--- src/rtl/seg_msg_pkg.sv ---
// Shared character codes, glyphs, FSM states and mode encodings for the
// 7-segment message sequencer.
package seg_msg_pkg;

    // Character codes held in the message buffer
    typedef enum logic [2:0] {
        CH_BLANK,
        CH_N,
        CH_O,
        CH_P,
        CH_E,
        CH_I,
        CH_C
    } char_t;

    // Active-low glyphs, bit order {a,b,c,d,e,f,g}
    localparam logic [6:0] GLYPH_BLANK = 7'b1111111;
    localparam logic [6:0] GLYPH_N     = 7'b1101010;
    localparam logic [6:0] GLYPH_O     = 7'b0000001;
    localparam logic [6:0] GLYPH_P     = 7'b0011000;
    localparam logic [6:0] GLYPH_E     = 7'b0110000;
    localparam logic [6:0] GLYPH_I     = 7'b1111001;
    localparam logic [6:0] GLYPH_C     = 7'b0110001;

    typedef enum logic [2:0] {
        ST_IDLE,
        ST_STATIC,
        ST_BLINK_ON,
        ST_BLINK_OFF,
        ST_SCROLL
    } state_t;

    localparam logic [1:0] MODE_STATIC = 2'b00;
    localparam logic [1:0] MODE_BLINK  = 2'b01;
    localparam logic [1:0] MODE_SCROLL = 2'b10;

    // Initial display state for a mode; 2'b11 falls back to static
    function automatic state_t mode_entry(input logic [1:0] m);
        state_t s;
        case (m)
            MODE_BLINK:  s = ST_BLINK_ON;
            MODE_SCROLL: s = ST_SCROLL;
            default:     s = ST_STATIC;
        endcase
        return s;
    endfunction

    // Character i (0..3) of the word: sel=0 "NOPE", sel=1 "NICE"
    function automatic char_t word_char(input logic sel, input logic [1:0] i);
        char_t c;
        case (i)
            2'd0:    c = CH_N;
            2'd1:    c = sel ? CH_I : CH_O;
            2'd2:    c = sel ? CH_C : CH_P;
            default: c = CH_E;
        endcase
        return c;
    endfunction

endpackage

--- src/rtl/seg_char_rom.sv ---
// Combinational character-code to active-low 7-segment glyph lookup.
module seg_char_rom
    import seg_msg_pkg::*;
(
    input  char_t      code,
    output logic [6:0] glyph
);

    // Pure lookup; unknown codes render blank
    always_comb begin
        glyph = GLYPH_BLANK;
        case (code)
            CH_N:    glyph = GLYPH_N;
            CH_O:    glyph = GLYPH_O;
            CH_P:    glyph = GLYPH_P;
            CH_E:    glyph = GLYPH_E;
            CH_I:    glyph = GLYPH_I;
            CH_C:    glyph = GLYPH_C;
            default: glyph = GLYPH_BLANK;
        endcase
    end

endmodule

--- src/rtl/seg_message_sequencer.sv ---
// Drives a NOPE/NICE message onto NUM_DIGITS 7-segment digits in static,
// blink or scroll mode, paced by a TICK_DIV-cycle display tick.
module seg_message_sequencer
    import seg_msg_pkg::*;
#(
    parameter int unsigned NUM_DIGITS = 4,
    parameter int unsigned MSG_LEN    = 8,
    parameter int unsigned TICK_DIV   = 25_000_000
) (
    input  logic                    clk,
    input  logic                    reset,
    input  logic                    in,
    input  logic                    enable,
    input  logic [1:0]              mode,
    output logic [7*NUM_DIGITS-1:0] seg,
    output logic                    busy
);

    localparam int unsigned PW = $clog2(MSG_LEN);
    localparam int unsigned CW = $clog2(TICK_DIV);

    state_t          state_q, state_d;
    logic [CW-1:0]   cnt_q, cnt_d;
    logic [PW-1:0]   pos_q, pos_d;
    logic            in_q, in_d;
    logic [1:0]      mode_q, mode_d;
    logic            tick;

    char_t           chars [NUM_DIGITS];
    logic [6:0]      glyph [NUM_DIGITS];
    logic [7*NUM_DIGITS-1:0] seg_d;

    // (p + k) mod MSG_LEN by one conditional subtract: p < MSG_LEN and
    // k < NUM_DIGITS <= MSG_LEN keep the sum below 2*MSG_LEN
    function automatic int unsigned wrap_idx(input int unsigned p, input int unsigned k);
        int unsigned s;
        s = p + k;
        return (s >= MSG_LEN) ? s - MSG_LEN : s;
    endfunction

    // Next-state: enable low forces IDLE; restart beats tick; otherwise count and advance
    always_comb begin
        state_d = state_q;
        cnt_d   = cnt_q;
        pos_d   = pos_q;
        in_d    = in_q;
        mode_d  = mode_q;
        tick    = (cnt_q == CW'(TICK_DIV - 1));
        if (!enable) begin
            state_d = ST_IDLE;
            cnt_d   = '0;
            pos_d   = '0;
        end else if (state_q == ST_IDLE || in != in_q || mode != mode_q) begin
            in_d    = in;
            mode_d  = mode;
            cnt_d   = '0;
            pos_d   = '0;
            state_d = mode_entry(mode);
        end else begin
            cnt_d = tick ? '0 : cnt_q + 1'b1;
            if (tick) begin
                case (state_q)
                    ST_BLINK_ON:  state_d = ST_BLINK_OFF;
                    ST_BLINK_OFF: state_d = ST_BLINK_ON;
                    ST_SCROLL:    pos_d = (pos_q == PW'(MSG_LEN - 1)) ? '0 : pos_q + 1'b1;
                    default:      ;
                endcase
            end
        end
    end

    // Per-digit character selection from the next state so seg lands with it
    always_comb begin
        for (int unsigned k = 0; k < NUM_DIGITS; k++) begin
            int unsigned idx;
            idx      = wrap_idx(32'(pos_d), k);
            chars[k] = CH_BLANK;
            if ((state_d == ST_STATIC || state_d == ST_BLINK_ON || state_d == ST_SCROLL)
                && idx < 4) begin
                chars[k] = word_char(in_d, idx[1:0]);
            end
        end
    end

    for (genvar k = 0; k < NUM_DIGITS; k++) begin : g_digit
        seg_char_rom u_rom (
            .code  (chars[k]),
            .glyph (glyph[k])
        );
    end

    // Pack digit 0 into the most significant slot
    always_comb begin
        seg_d = '1;
        for (int unsigned k = 0; k < NUM_DIGITS; k++) begin
            seg_d[7*(NUM_DIGITS-1-k) +: 7] = glyph[k];
        end
    end

    // State, counters, latched inputs and registered outputs
    always_ff @(posedge clk or posedge reset) begin
        if (reset) begin
            state_q <= ST_IDLE;
            cnt_q   <= '0;
            pos_q   <= '0;
            in_q    <= 1'b0;
            mode_q  <= MODE_STATIC;
            seg     <= '1;
            busy    <= 1'b0;
        end else begin
            state_q <= state_d;
            cnt_q   <= cnt_d;
            pos_q   <= pos_d;
            in_q    <= in_d;
            mode_q  <= mode_d;
            seg     <= seg_d;
            busy    <= (state_d != ST_IDLE);
        end
    end

endmodule

--- config.mk ---
export PLATFORM = sky130hd
export DESIGN_NAME = seg_message_sequencer
export DESIGN_NICKNAME = d
export VERILOG_FILES = /design/src/rtl/seg_msg_pkg.sv /design/src/rtl/seg_char_rom.sv /design/src/rtl/seg_message_sequencer.sv
export SDC_FILE = /design/constraint.sdc
export NUM_CORES = 1
export LEC_CHECK = 0
export BUFFER_PORTS_ARGS = -buffer_cell sky130_fd_sc_hd__buf_2
export CORE_AREA = 5 5 74 92
export DETAILED_ROUTE_END_ITERATION = 8
export DIE_AREA = 0 0 79 97
export HOLD_SLACK_MARGIN = 0.12
export PLACE_DENSITY = 0.79
export SYNTH_ARGS = -nofsm -noshare
export SYNTH_HDL_FRONTEND = slang
export SYNTH_HIERARCHICAL = 1
export SYNTH_SLANG_ARGS = --single-unit
export TNS_END_PERCENT = 20
--- constraint.sdc ---
create_clock -name clk -period 7.9 [get_ports clk]
set_input_delay 0.79 -clock clk [delete_from_list [all_inputs] [get_ports clk]]
set_output_delay 0.79 -clock clk [all_outputs]
set_load 0.05 [all_outputs]
# Word-level counts from Yosys, hierarchy flattened
# Cells that the tools add are included.
# word_totals
regBits,63
in_bits,6
out_inout_bits,29
word_cells,116
# classes
addsub,9
magnitude_cmp,8
n_eq_ne,44
muxes,33
reduce_logical,15
# ops
cell,n
$pmux 7 s6,4
$lt 32x3->1 const B,4
$mux 32,4
$mux 25,3
$eq 3x3->1 const B,15
$mux 3,14
$pmux 3 s3,4
$eq 3x2->1 const B,11
$add 25x1->25 const B,1
$eq 25x25->1 const B,1
$eq 3x1->1 const B,5
$sub 4x4->5 const B,3
$ge 4x4->1 const B,3
$pmux 3 s2,2
$eq 2x1->1 const B,5
$eq 2x2->1 const B,5
$add 3x2->4 const B,2
$logic_not 2->1,4
$sub 3x4->5 const B,1
$add 3x1->4 const B,1
$ge 3x4->1 const B,1
$logic_and 1x1->1,4
$logic_or 1x1->1,4
$add 3x1->3 const B,1
6 further kinds,7

# Depth between registers and ports, before layout
# Gate-level depths: netlist (run 1).
# depth
depth_word,14
depth_mapped,14
mapped_depth_nobuf,13

# Hierarchy
# Netlist (run 1), hierarchy kept.
# modules_own_cells
module,n_inst,cells_per_inst,area_per_inst_um2
seg_message_sequencer,1,266,3026.7
seg_char_rom,4,14,87.6

# Worst setup path after synthesis (run 1)
# Ideal clock, no wire load.
# synth_timing
kind,input to register
start,input mode[0]
end,register seg[15]
setup_time_ns,0.079
arrival_ns,3.167
slack_ns,4.655
path_stages,11
path_cell_list,xor2_1 -> nor4_4 -> nand2_4 -> a21oi_4 -> inv_1 -> ha_1 -> nor2_1 -> a21oi_1 -> nor3_1 -> nand3_1 -> o21ai_0
# synth_rtl
item,line_no,rtl
"start, declared",seg_message_sequencer.sv:14,"input logic [1:0] mode,"
"end signal, assigned",seg_message_sequencer.sv:116,seg <= seg_d;
"end, declared",seg_message_sequencer.sv:15,"output logic [7*NUM_DIGITS-1:0] seg,"

==> out/metrics.cfg, run 1 <==
[die]
core_region_area_sq_mm = 0.005779
ios = 35
dieArea_sq_mm = 0.007663
die_h_microns = 97
initial_core_util_pct = 58.43
die_w_microns = 79
rows = 31

[clocking]
cts_tree = yes
hold_buffers = 0
cts_resized = 0
htree_levels = 3
cts_setup_buffers = 0
cts_sinks = 63
numCtsBuffers = 9
clk_pin_slew_ps = 70
clk_root_buffer_cell = clkbuf_8
clockBufferDepth = 2
clk_latency_ps = 340

[worst_hold_path]
worstHoldEndpoint = cnt_q[0]
hp-class = register to register
hold_start = cnt_q[0]
hold_depth = 1

[sta]
finalMaxSlewViolations = 0
grt_setup_unrepaired = no
fin_crit_sh_pct = 45.67
setup_violations = 0
hold_viol = 0
hold-worst-slack_ps = 524.1
slew_headroom_pct = 30.59
worst_pin_slew_ps = 1012
skew_ps = 4.650
fmax_mhz = 277.2
setup_tns_ps = 0
layout_min_cycle_time_ps = 3608

[cells_and_area]
drive_gt1_share_pct = 28.06
final_util_pct = 64.71
regArea_sq_mm = 0.001612
nets = 372
multi_input_area_sq_mm = 0.001632
finalNonFillerCells = 426
finalInstanceArea_sq_mm = 0.003740
nFillCells = 448
syn_to_final_growth_pct = 10.74
insertedDiodeCount = 0

[run]
maxCapViolCount = 0

[routing]
drc = 0
ant_nets = 0
drt-total-wl_microns = 5930
vias = 2337
drt_first_pass_iters = 4
wl_per_cell_microns = 13.92
routed_via_density = 5.486
dr.first_iter.drc_count = 114

[run_status]
status = finished clean

[setup_path]
crit_arrival_ps = 3870
r2r-end = seg[15]
reg2reg_from = cnt_q[6]
reg2reg_depth = 11
r2r_slack_ps = 4290
criticalPathCategory = register to register
worstPathRequired_ps = 8160
cp-start-kind = register
cp_max_fo = 12
worstSetupEndpointType = register

[placed_design]
dpl_cell_area_sq_mm = 0.003545
port_buffers = 34
dp_cells = 410
gp_congestion = 0.8274
dp_hpwl_microns = 4200

[logic_synthesis]
ys.flop_type = dfrtp_1
syn_nets = 339
avgSynthCellArea_sq_um = 10.49
synth_edf_count = 0
syn-instance-count = 322
synth_warnings = 6
yosysUniqueCellTypes = 50
synthesis.area_sq_mm = 0.003377
async_reset_ff_share_pct = 100.0
ys_ff_latch = 63
yosysSeqAreaShare_pct = 47.72

[global_route]
grt_first_pass_wirelength_microns = 10460
gr-usage-all-layers_pct = 17.08
overflow = 0
antenna_found_initial = 0
grt_pass1_vias = 2315
grt_max_degree = 64

[power]
power_leakage_uw = 0.001579
power.density_mw_per_mm2 = 211.0
irDropWorstVdd_mv = 0.1649

==> power by group <==
group          internal [uW]  leakage, uW  switching (uW)  total (uW)
Combinational           35.5     0.000699             115         151
Sequential               355     0.000773            7.09         362
Clock                    153     0.000107             124         277
==> flip-flops by register name, indices dropped and copies added (netlist names) <==
| name | cells |
|---|---|
| busy | 1 |
| cnt_q | 25 |
| in_q | 1 |
| mode_q | 2 |
| pos_q | 3 |
| seg | 28 |
| state_q | 3 |
==> per-stage QoR <==
step | setup WS (ps) | power [uW]
2_1_floorplan | 4655 | 494.6
3_3_place_gp | 4261 | 516.3
3_5_place_dp | 4047 | 519.3
4_1_cts | 4269 | 798.5
5_1_grt | 3899 | 822.1
6_report | 4292 | 789.2
==> worst max-delay path, cell delays in order, from the launching register on <==
cell and delay [ps]:
dfrtp_1 430, nor4b_1 440, nand4_1 230, or4_4 500, a21oi_4 310, inv_1 140, ha_1 380, nor2_1 130
a21oi_1 60, nor3_1 580, nand3_1 180, o21ai_0 140
==> cell families after synthesis <==
kind of cell	share of synthesized area (%)
simple gates	23.12
buf+inv	3.964
flops	47.72
mux	3.372
fa+ha+maj	4.076
compound gates	8.670
xor+xnor	9.078
==> area by class of cell <==
class	instances	area share, %
multi-input cells	235	43.63
flip-flops and latches	63	43.09
repair buffers	35	4.751
clock buffers	10	3.680
well taps	66	2.208
clock inverters	6	1.539
inverters	11	1.104
==> how the worst max path moves through the flow <==
stage                     cells past startpoint  slack, ps  endpoint      from
after floorplan                              11       4650   seg[15]   mode[0]
after global placement                       12       4260   seg[15]   mode[0]
after detailed placement                     12       4050   seg[15]   mode[0]
after CTS                                    11       4270   seg[15]  cnt_q[6]
after global routing                         11       3900   seg[15]  cnt_q[6]
final                                        11       4290   seg[15]  cnt_q[6]
==> cells in the final DEF (no fill, tap or decap), drive strengths merged, types with 2 or more instances in the layout <==
| cell type | n |
|---|---|
| nor2 | 43 |
| dfrtp | 35 |
| buf | 35 |
| dfstp | 28 |
| xor2 | 27 |
| nand2 | 23 |
| nand3 | 15 |
| o21ai | 13 |
| inv | 13 |
| ha | 11 |
| nand2b | 10 |
| clkbuf | 10 |
| nor3 | 10 |
| nand4 | 9 |
| mux2i | 8 |
| xnor2 | 8 |
| and3 | 7 |
| and2 | 6 |
| a21oi | 6 |
| or3 | 4 |
| o21bai | 4 |
| a211oi | 3 |
| clkinv | 3 |
| mux2 | 3 |
| nor2b | 2 |
| and4 | 2 |
| o21a | 2 |
| o22ai | 2 |
| nor4 | 2 |
| nor4b | 2 |
| or4 | 2 |
==> cells in the mapped netlist (4+ instances only) <==
master / number / area (sq um)
inv_1: 11 / 41.29
xnor2_1: 8 / 70.07
dfstp_2: 28 / 735.7
nor2_1: 43 / 161.4
dfrtp_1: 35 / 875.8
buf_2: 5 / 25.02
and3_1: 7 / 43.79
nand2_1: 22 / 82.58
or3_1: 4 / 25.02
nand2b_1: 10 / 62.56
nor3_2: 5 / 50.05
ha_1: 11 / 137.6
nor3_1: 5 / 25.02
nand4_1: 9 / 56.30
o21bai_1: 4 / 30.03
nand3_1: 15 / 75.07
mux2i_1: 8 / 80.08
o21ai_0: 11 / 55.05
buf_6: 5 / 56.30
and2_1: 6 / 37.54
xor2_1: 27 / 236.5
==> metal layers <==
layer  wire (microns)  part of all wire [%]  global-route usage, %
met4              154                   2.6                  9.392
met2             2920                    49                  26.98
met1             2596                    44                  21.25
met3              257                   4.3                  4.089
met5                0                     0                      0
No activity file was read; power rests on OpenSTA's default activity.
==> inputs of run 2 (changes only) <==
--- a/config.mk
+++ b/config.mk
@@ -5,12 +5,13 @@
 export SDC_FILE = /design/constraint.sdc
 export NUM_CORES = 1
 export LEC_CHECK = 0
+export ABC_AREA = 1
 export BUFFER_PORTS_ARGS = -buffer_cell sky130_fd_sc_hd__buf_2
-export CORE_AREA = 5 5 74 92
+export CORE_AREA = 5 5 79 99
 export DETAILED_ROUTE_END_ITERATION = 8
-export DIE_AREA = 0 0 79 97
+export DIE_AREA = 0 0 84 104
 export HOLD_SLACK_MARGIN = 0.12
-export PLACE_DENSITY = 0.79
+export PLACE_DENSITY = 0.74
 export SYNTH_ARGS = -nofsm -noshare
 export SYNTH_HDL_FRONTEND = slang
 export SYNTH_HIERARCHICAL = 1
==> constraint.sdc (replaced) <==
create_clock -name clk -period 3.2 [get_ports clk]
set_input_delay 0.32 -clock clk [delete_from_list [all_inputs] [get_ports clk]]
set_output_delay 0.32 -clock clk [all_outputs]
set_load 0.05 [all_outputs]
==> run 2 against run 1 <==
Global-route usage down 0.24 points. Critical endpoint is now seg[16]. Core utilization down 6.3 points. Synthesized cell count up 35%. Hold slack worse by 370 ps. Total power rose to 2.8 times the previous value. Via count up 24%. Non-clock buffer count unchanged. Combinational power rose to 3.4 times the previous value. Clock skew down 1.7 ps.
==> out/metrics.cfg, run 2 <==
[setup_path]
r2r-end = seg[16]
criticalPathCategory = register to register
crit_chain = ha_1, nand3_2, clkinv_1, nand2_1, nor2_2, nand3_4, nand2_1, nand3_2, inv_1, ha_1, nand4_1, nand2_1, nand4_1, nor2_1, nand2_1, nand2_1, nor2_1
crit_buf_inv = 2  ; +1
cpMostUsedCell = nand2_1
critical_path.top_delay_family = simple AND/OR/NAND/NOR gates
worstSetupEndpointType = register
reg2reg_from = cnt_q[0]
cp_max_fo = 9  ; -3
crit_arrival_ps = 3140  ; -730 ps
worstPathRequired_ps = 3490  ; -4670 ps
slowest_stage = dfrtp_1
cp-start-kind = register
reg2reg_depth = 17  ; +6
cp-startpoint = cnt_q[0]
critical-path-max-stage-delay_ps = 370  ; -210 ps
r2r_slack_ps = 340  ; -3950 ps

[die]
core_region_area_sq_mm = 0.006807  ; +18%
die_h_microns = 104  ; +7.2%
die_w_microns = 84  ; +6.3%
initial_core_util_pct = 51.31  ; -7.1 points
rows = 34  ; +9.7%
dieArea_sq_mm = 0.008736  ; +14%
ios = 35  ; unchanged

[sta]
setup_violations = 0  ; unchanged
fmax_mhz = 350.2  ; +26%
layout_min_cycle_time_ps = 2856  ; -752.2 ps
slew_headroom_pct = 40.16  ; +9.6 points
fin_crit_sh_pct = 89.24  ; +44 points
grt_setup_unrepaired = no
setup_tns_ps = 0  ; unchanged
finalMaxSlewViolations = 0  ; unchanged
skew_ps = 2.918  ; -1.732 ps
hold_viol = 0  ; unchanged
worst_pin_slew_ps = 896.3  ; -116.0 ps

[routing]
wl_per_cell_microns = 12.00  ; -14%
ant_nets = 0  ; unchanged
vias = 2892  ; +24%
drt_first_pass_iters = 4  ; unchanged
drt-total-wl_microns = 6888  ; +16%
dr.first_iter.drc_count = 115  ; +0.88%
routed_via_density = 5.038  ; -8.2%
drc = 0  ; unchanged

[clocking]
clk_latency_ps = 350  ; about the same
htree_levels = 3  ; unchanged
cts_tree = yes
numCtsBuffers = 9  ; unchanged
cts_setup_buffers = 0  ; unchanged
clockBufferDepth = 2  ; unchanged
cts_resized = 0  ; unchanged
clk_pin_slew_ps = 70  ; about the same
hold_buffers = 0  ; unchanged
cts_sinks = 63  ; unchanged
clk_root_buffer_cell = clkbuf_8

[cells_and_area]
top_register = seg
nets = 496  ; +33%
final_common_cell = nand2_1
largest_reg_flops = 28  ; unchanged
reg_top3 = seg: 28 flops, cnt_q: 25 flops
drive_gt1_share_pct = 28.93  ; +0.87 points
insertedDiodeCount = 0  ; unchanged
syn_to_final_growth_pct = 13.76
nFillCells = 613  ; +37%
final_cell_mix = nand2_1 (82), inv_1 (62), nor2_1 (58)
final_util_pct = 58.36  ; -6.3 points

[power]
finalPower_uw = 2172  ; +180%
irDropWorstVdd_mv = 0.4221  ; +160%
power_leakage_uw = 0.001895  ; +20%
power.density_mw_per_mm2 = 546.7  ; +160%

[placed_design]
dp_hpwl_microns = 5189  ; +24%
gp_congestion = 0.8589  ; +3.8%
port_buffers = 34  ; unchanged

[logic_synthesis]
yosysUniqueCellTypes = 34  ; -32%
synth_area_leaders = dfrtp_1 (25%), dfstp_2 (21%), nand2_1 (8.8%)
syn_nets = 452  ; +33%
avgSynthCellArea_sq_um = 8.028  ; -23%
yosysMostFrequentCell = nand2_1
synthTopCellsByCount = nand2_1 (82), inv_1 (63), nor2_1 (58), dfrtp_1 (35), dfstp_2 (28)
ys_ff_latch = 63  ; unchanged
synth_top_area_share_pct = 25.08  ; -0.85 points
yosysTopAreaCell = dfrtp_1
ys.flop_type = dfrtp_1
synth_edf_count = 0  ; unchanged
syn-instance-count = 435  ; +35%
synthesis.area_sq_mm = 0.003492  ; +3.4%
yosysSeqAreaShare_pct = 46.15  ; -1.6 points
synth_warnings = 6  ; unchanged
async_reset_ff_share_pct = 100.0  ; unchanged

[global_route]
antenna_found_initial = 0  ; unchanged
grt_first_pass_wirelength_microns = 12120  ; +16%
grt_max_degree = 44  ; -31%
grt_pass1_vias = 2906  ; +26%
overflow = 0  ; unchanged
gr-usage-all-layers_pct = 16.85  ; -0.24 points

[run_status]
status = finished clean

[run]
maxCapViolCount = 0  ; unchanged

[worst_hold_path]
hp-class = input pin to async pin

==> run 2: layout make-up <==
| cell class | count | area, sq um | area share [%] |
|---|---|---|---|
| inverters | 74 | 277.8 | 6.992 |
| clock buffers | 10 | 137.6 | 3.465 |
| clock inverters | 6 | 65.06 | 1.638 |
| multi-input cells | 296 | 1590 | 40.03 |
| flip-flops and latches | 63 | 1612 | 40.57 |
| well taps | 90 | 112.6 | 2.835 |
| repair buffers | 35 | 177.7 | 4.472 |
==> run 2: kinds of logic after synthesis <==
| logic type | count (synthesis) | share of synthesized area, % |
|---|---|---|
| fa+ha+maj | 11 | 3.941 |
| buf+inv | 76 | 8.312 |
| simple gates | 228 | 32.28 |
| flops | 63 | 46.15 |
| xor+xnor | 5 | 1.254 |
| compound gates | 52 | 8.062 |
==> run 2: worst max path at each step <==
stage / slack (ps) / cells past startpoint / endpoint
finish: 340 / 17 / seg[16]
global route: 60 / 17 / seg[16]
CTS: 340 / 17 / seg[16]
detailed placement: 390 / 17 / seg[16]
global placement: 510 / 17 / seg[16]
floorplan: 700 / 17 / seg[16]
==> run 2: metrics by stage <==
step	hold slack, ps	cell area (sq um)	worst slack (ps)	std cells
global placement	443.7	3770	506.1	558
detailed placement	448.1	3770	386.0	558
floorplan	432.9	3492	699.6	435
CTS	189.1	3973	338.1	574
finish	156.9	3973	344.3	574
global route	246.9	3973	61.02	574
==> run 2: report_power, final <==
part | internal [uW] | switching (uW)
clock network | 385 | 338
logic | 105 | 410
registers | 912 | 22.6
total | 1400 | 770
==> run 2: routing by layer <==
metal  part of all wire, %  vias to the layer above  track usage, %
met2                    54                       45           30.43
met1                    40                     1376           18.22
li1                      -                     1454               -
met4                   2.7                        0           7.931
met5                     0                        -               0
met3                   3.4                       17           4.120
==> inputs of run 3 (changes only) <==
--- a/config.mk
+++ b/config.mk
@@ -7,13 +7,13 @@
 export LEC_CHECK = 0
 export ABC_AREA = 1
 export BUFFER_PORTS_ARGS = -buffer_cell sky130_fd_sc_hd__buf_2
-export CORE_AREA = 5 5 79 99
+export CORE_AREA = 5 5 78 98
 export DETAILED_ROUTE_END_ITERATION = 8
-export DIE_AREA = 0 0 84 104
+export DIE_AREA = 0 0 83 103
+export GPL_TIMING_DRIVEN = 0
 export HOLD_SLACK_MARGIN = 0.12
-export PLACE_DENSITY = 0.74
+export PLACE_DENSITY = 0.75
 export SYNTH_ARGS = -nofsm -noshare
 export SYNTH_HDL_FRONTEND = slang
-export SYNTH_HIERARCHICAL = 1
 export SYNTH_SLANG_ARGS = --single-unit
 export TNS_END_PERCENT = 20
==> run 3 against run 2 <==
Hold slack improved by 110 ps. Synthesized cell count decreased by 5.3%. Clock skew increased by 4.6 ps. Clock power decreased by 5.1%. Critical path depth unchanged. Synthesized area decreased by 1.9%. Largest cell class unchanged.
==> out/metrics.cfg, run 3 <==
[run_status]
status = finished clean

[clocking]
clk_latency_ps = 340  ; about the same
cts_sinks = 63  ; unchanged
numCtsBuffers = 9  ; unchanged
htree_levels = 3  ; unchanged
clk_root_buffer_cell = clkbuf_8
clk_pin_slew_ps = 70  ; about the same
cts_setup_buffers = 0  ; unchanged
cts_tree = yes
clockBufferDepth = 2  ; unchanged

[global_route]
grt_pass1_vias = 2811  ; -3.3%
grt_first_pass_wirelength_microns = 11740  ; -3.1%
gr-usage-all-layers_pct = 17.19  ; +0.34 points
overflow = 0  ; unchanged
grt_max_degree = 45  ; +2.3%
antenna_found_initial = 0  ; unchanged

[logic_synthesis]
yosysMostFrequentCell = nand2_1
async_reset_ff_share_pct = 100.0  ; unchanged
synth_warnings = 0  ; -6
yosysUniqueCellTypes = 36  ; +5.9%
yosysSeqAreaShare_pct = 47.02  ; +0.88 points
syn-instance-count = 412  ; -5.3%
avgSynthCellArea_sq_um = 8.318  ; +3.6%
synth_top_area_share_pct = 25.56  ; +0.48 points
synth_area_leaders = dfrtp_1 (26%), dfstp_2 (21%), nand2_1 (8.5%)
ys.flop_type = dfrtp_1
synth_edf_count = 0  ; unchanged
synthTopCellsByCount = nand2_1 (78), inv_1 (66), nor2_1 (40), dfrtp_1 (35)
ys_ff_latch = 63  ; unchanged
yosysTopAreaCell = dfrtp_1
syn_nets = 429  ; -5.1%
synthesis.area_sq_mm = 0.003427  ; -1.9%

[setup_path]
crit_arrival_ps = 3160  ; +20 ps
cp-start-kind = register
reg2reg_depth = 17  ; unchanged
r2r-end = seg[21]
cp_max_fo = 10  ; +1
worstPathRequired_ps = 3480  ; about the same
criticalPathCategory = register to register
reg2reg_from = cnt_q[0]
r2r_slack_ps = 330  ; -20 ps
worstSetupEndpointType = register

[die]
initial_core_util_pct = 50.99  ; -0.32 points
rows = 34  ; unchanged
core_region_area_sq_mm = 0.006721  ; -1.2%
dieArea_sq_mm = 0.008549  ; -2.1%
die_h_microns = 103  ; -0.96%
ios = 35  ; unchanged
die_w_microns = 83  ; -1.2%

[placed_design]
gp_congestion = 0.8014  ; -6.7%
dp_hpwl_microns = 5101  ; -1.7%
port_buffers = 34  ; unchanged
dp_slack_ps = 215.2  ; -170.7 ps
dpl_cell_area_sq_mm = 0.003730  ; -1.1%

[cells_and_area]
finalInstanceArea_sq_mm = 0.003949  ; -0.60%
syn_to_final_growth_pct = 15.22
drive_gt1_share_pct = 27.00  ; -1.9 points
nets = 475  ; -4.2%
top_register = seg
largest_reg_flops = 28  ; unchanged
nFillCells = 622  ; +1.5%
final_cell_mix = nand2_1 (78), inv_1 (65), nor2_1 (40)
insertedDiodeCount = 0  ; unchanged
reg_top3 = seg: 28 flops, cnt_q: 25 flops
final_common_cell = nand2_1

[routing]
vias = 2835  ; -2.0%
wl_per_cell_microns = 12.30  ; +2.5%
routed_via_density = 5.127  ; +1.8%
drc = 0  ; unchanged
dr.first_iter.drc_count = 141  ; +23%
drt-total-wl_microns = 6800  ; -1.3%
drt_first_pass_iters = 4  ; unchanged
ant_nets = 0  ; unchanged

[worst_hold_path]
worstHoldEndpoint = mode_q[0]
hp-class = input pin to register
hold_start = mode[0]
hold_depth = 3

[sta]
hold_viol = 0  ; unchanged
setup_tns_ps = 0  ; unchanged
fin_ws_ps = 325.7  ; -18.65 ps
skew_ps = 7.486  ; +4.568 ps
fmax_mhz = 347.9  ; -0.65%
worst_pin_slew_ps = 576.2  ; -320.0 ps
slew_headroom_pct = 61.33  ; +21 points
fin_crit_sh_pct = 89.82  ; +0.58 points
layout_min_cycle_time_ps = 2874  ; +18.65 ps
grt_setup_unrepaired = no
setup_violations = 0  ; unchanged
finalMaxSlewViolations = 0  ; unchanged

[power]
irDropWorstVdd_mv = 0.4794  ; +14%
power_leakage_uw = 0.001864  ; -1.6%
power.density_mw_per_mm2 = 522.2  ; -4.5%

[run]
maxCapViolCount = 0  ; unchanged

## run 3: worst max-delay path by stage
stage | startpoint | to | cells past startpoint
CTS | cnt_q[0] | seg[24] | 15
finish | cnt_q[0] | seg[21] | 17
floorplan | cnt_q[0] | seg[22] | 17
global placement | cnt_q[0] | seg[24] | 15
detailed placement | cnt_q[0] | seg[24] | 15
global route | cnt_q[0] | seg[21] | 17
## run 3: cell families (layout without fill, tap and decap cells)
group,Yosys count,in the layout,synth area share (%)
XOR/XNOR,5,5,1.716
adder cells (fa/ha/maj),11,11,4.016
flip-flops,63,63,47.02
AO/OA/AOI/OAI,49,49,7.960
AND/OR/NAND/NOR,211,211,31.07
buffers and inverters,73,124,8.215
## run 3: report_power, final
part	internal (uW)	leakage (uW)	total (uW)	switching, uW
combinational	102	0.000982	461	359
clock	390	0.000108	685	295
sequential	896	0.000775	916	19.9
total	1390	0.00186	2060	675
## run 3: what timing repair did
action / CTS / global route
setup endpoints to repair: 0 / 8
hold buffers: 0 / 0
resized for setup: 0 / 4
## run 3: critical path, cell delays in order, from the launching register on
cell and delay (ps):
dfrtp_1 380, ha_1 190, nand2_1 80, nor2_2 170
nand2_2 90, nor2_4 180, nand3_2 120, nand2_1 110
nand3_2 200, ha_1 300, or2_2 290, a21oi_2 190
inv_1 90, nand3_1 120, nand2_1 80, nand2_2 80
nand2_2 70, nand2_1 70
## run 3: per-stage QoR
step / utilization (%) / power [uW] / cells / hold WS, ps
floorplan: - / 1300 / 412 / 433.0
global placement: 55.19 / 1382 / 536 / 447.2
detailed placement: 55.49 / 1393 / 537 / 456.4
CTS: 58.53 / 2080 / 553 / 258.7
global route: 58.75 / 2164 / 553 / 301.4
finish: 58.75 / 2062 / 553 / 264.8
## run 3: cell type report
class                           count  area [sq um]  share of cell area (%)
Clock buffer                       14         193.9                   4.911
Timing Repair Buffer               35         190.2                   4.816
Clock inverter                      2         10.01                  0.2535
Sequential cell                    63          1612                   40.81
Tap cell                           90         112.6                   2.852
Buffer                              3         18.77                  0.4753
Multi-Input combinational cell    276          1549                   39.23
Inverter                           70         262.8                   6.654
## run 3: routing by layer
layer	GRT usage, %	vias up	share of wire (%)	wire, microns
li1	-	1422	-	-
met1	18.07	1354	41	2793
met2	31.36	44	53	3588
met3	4.077	15	3.5	235
met4	10.57	0	2.7	182
met5	0	-	0	0
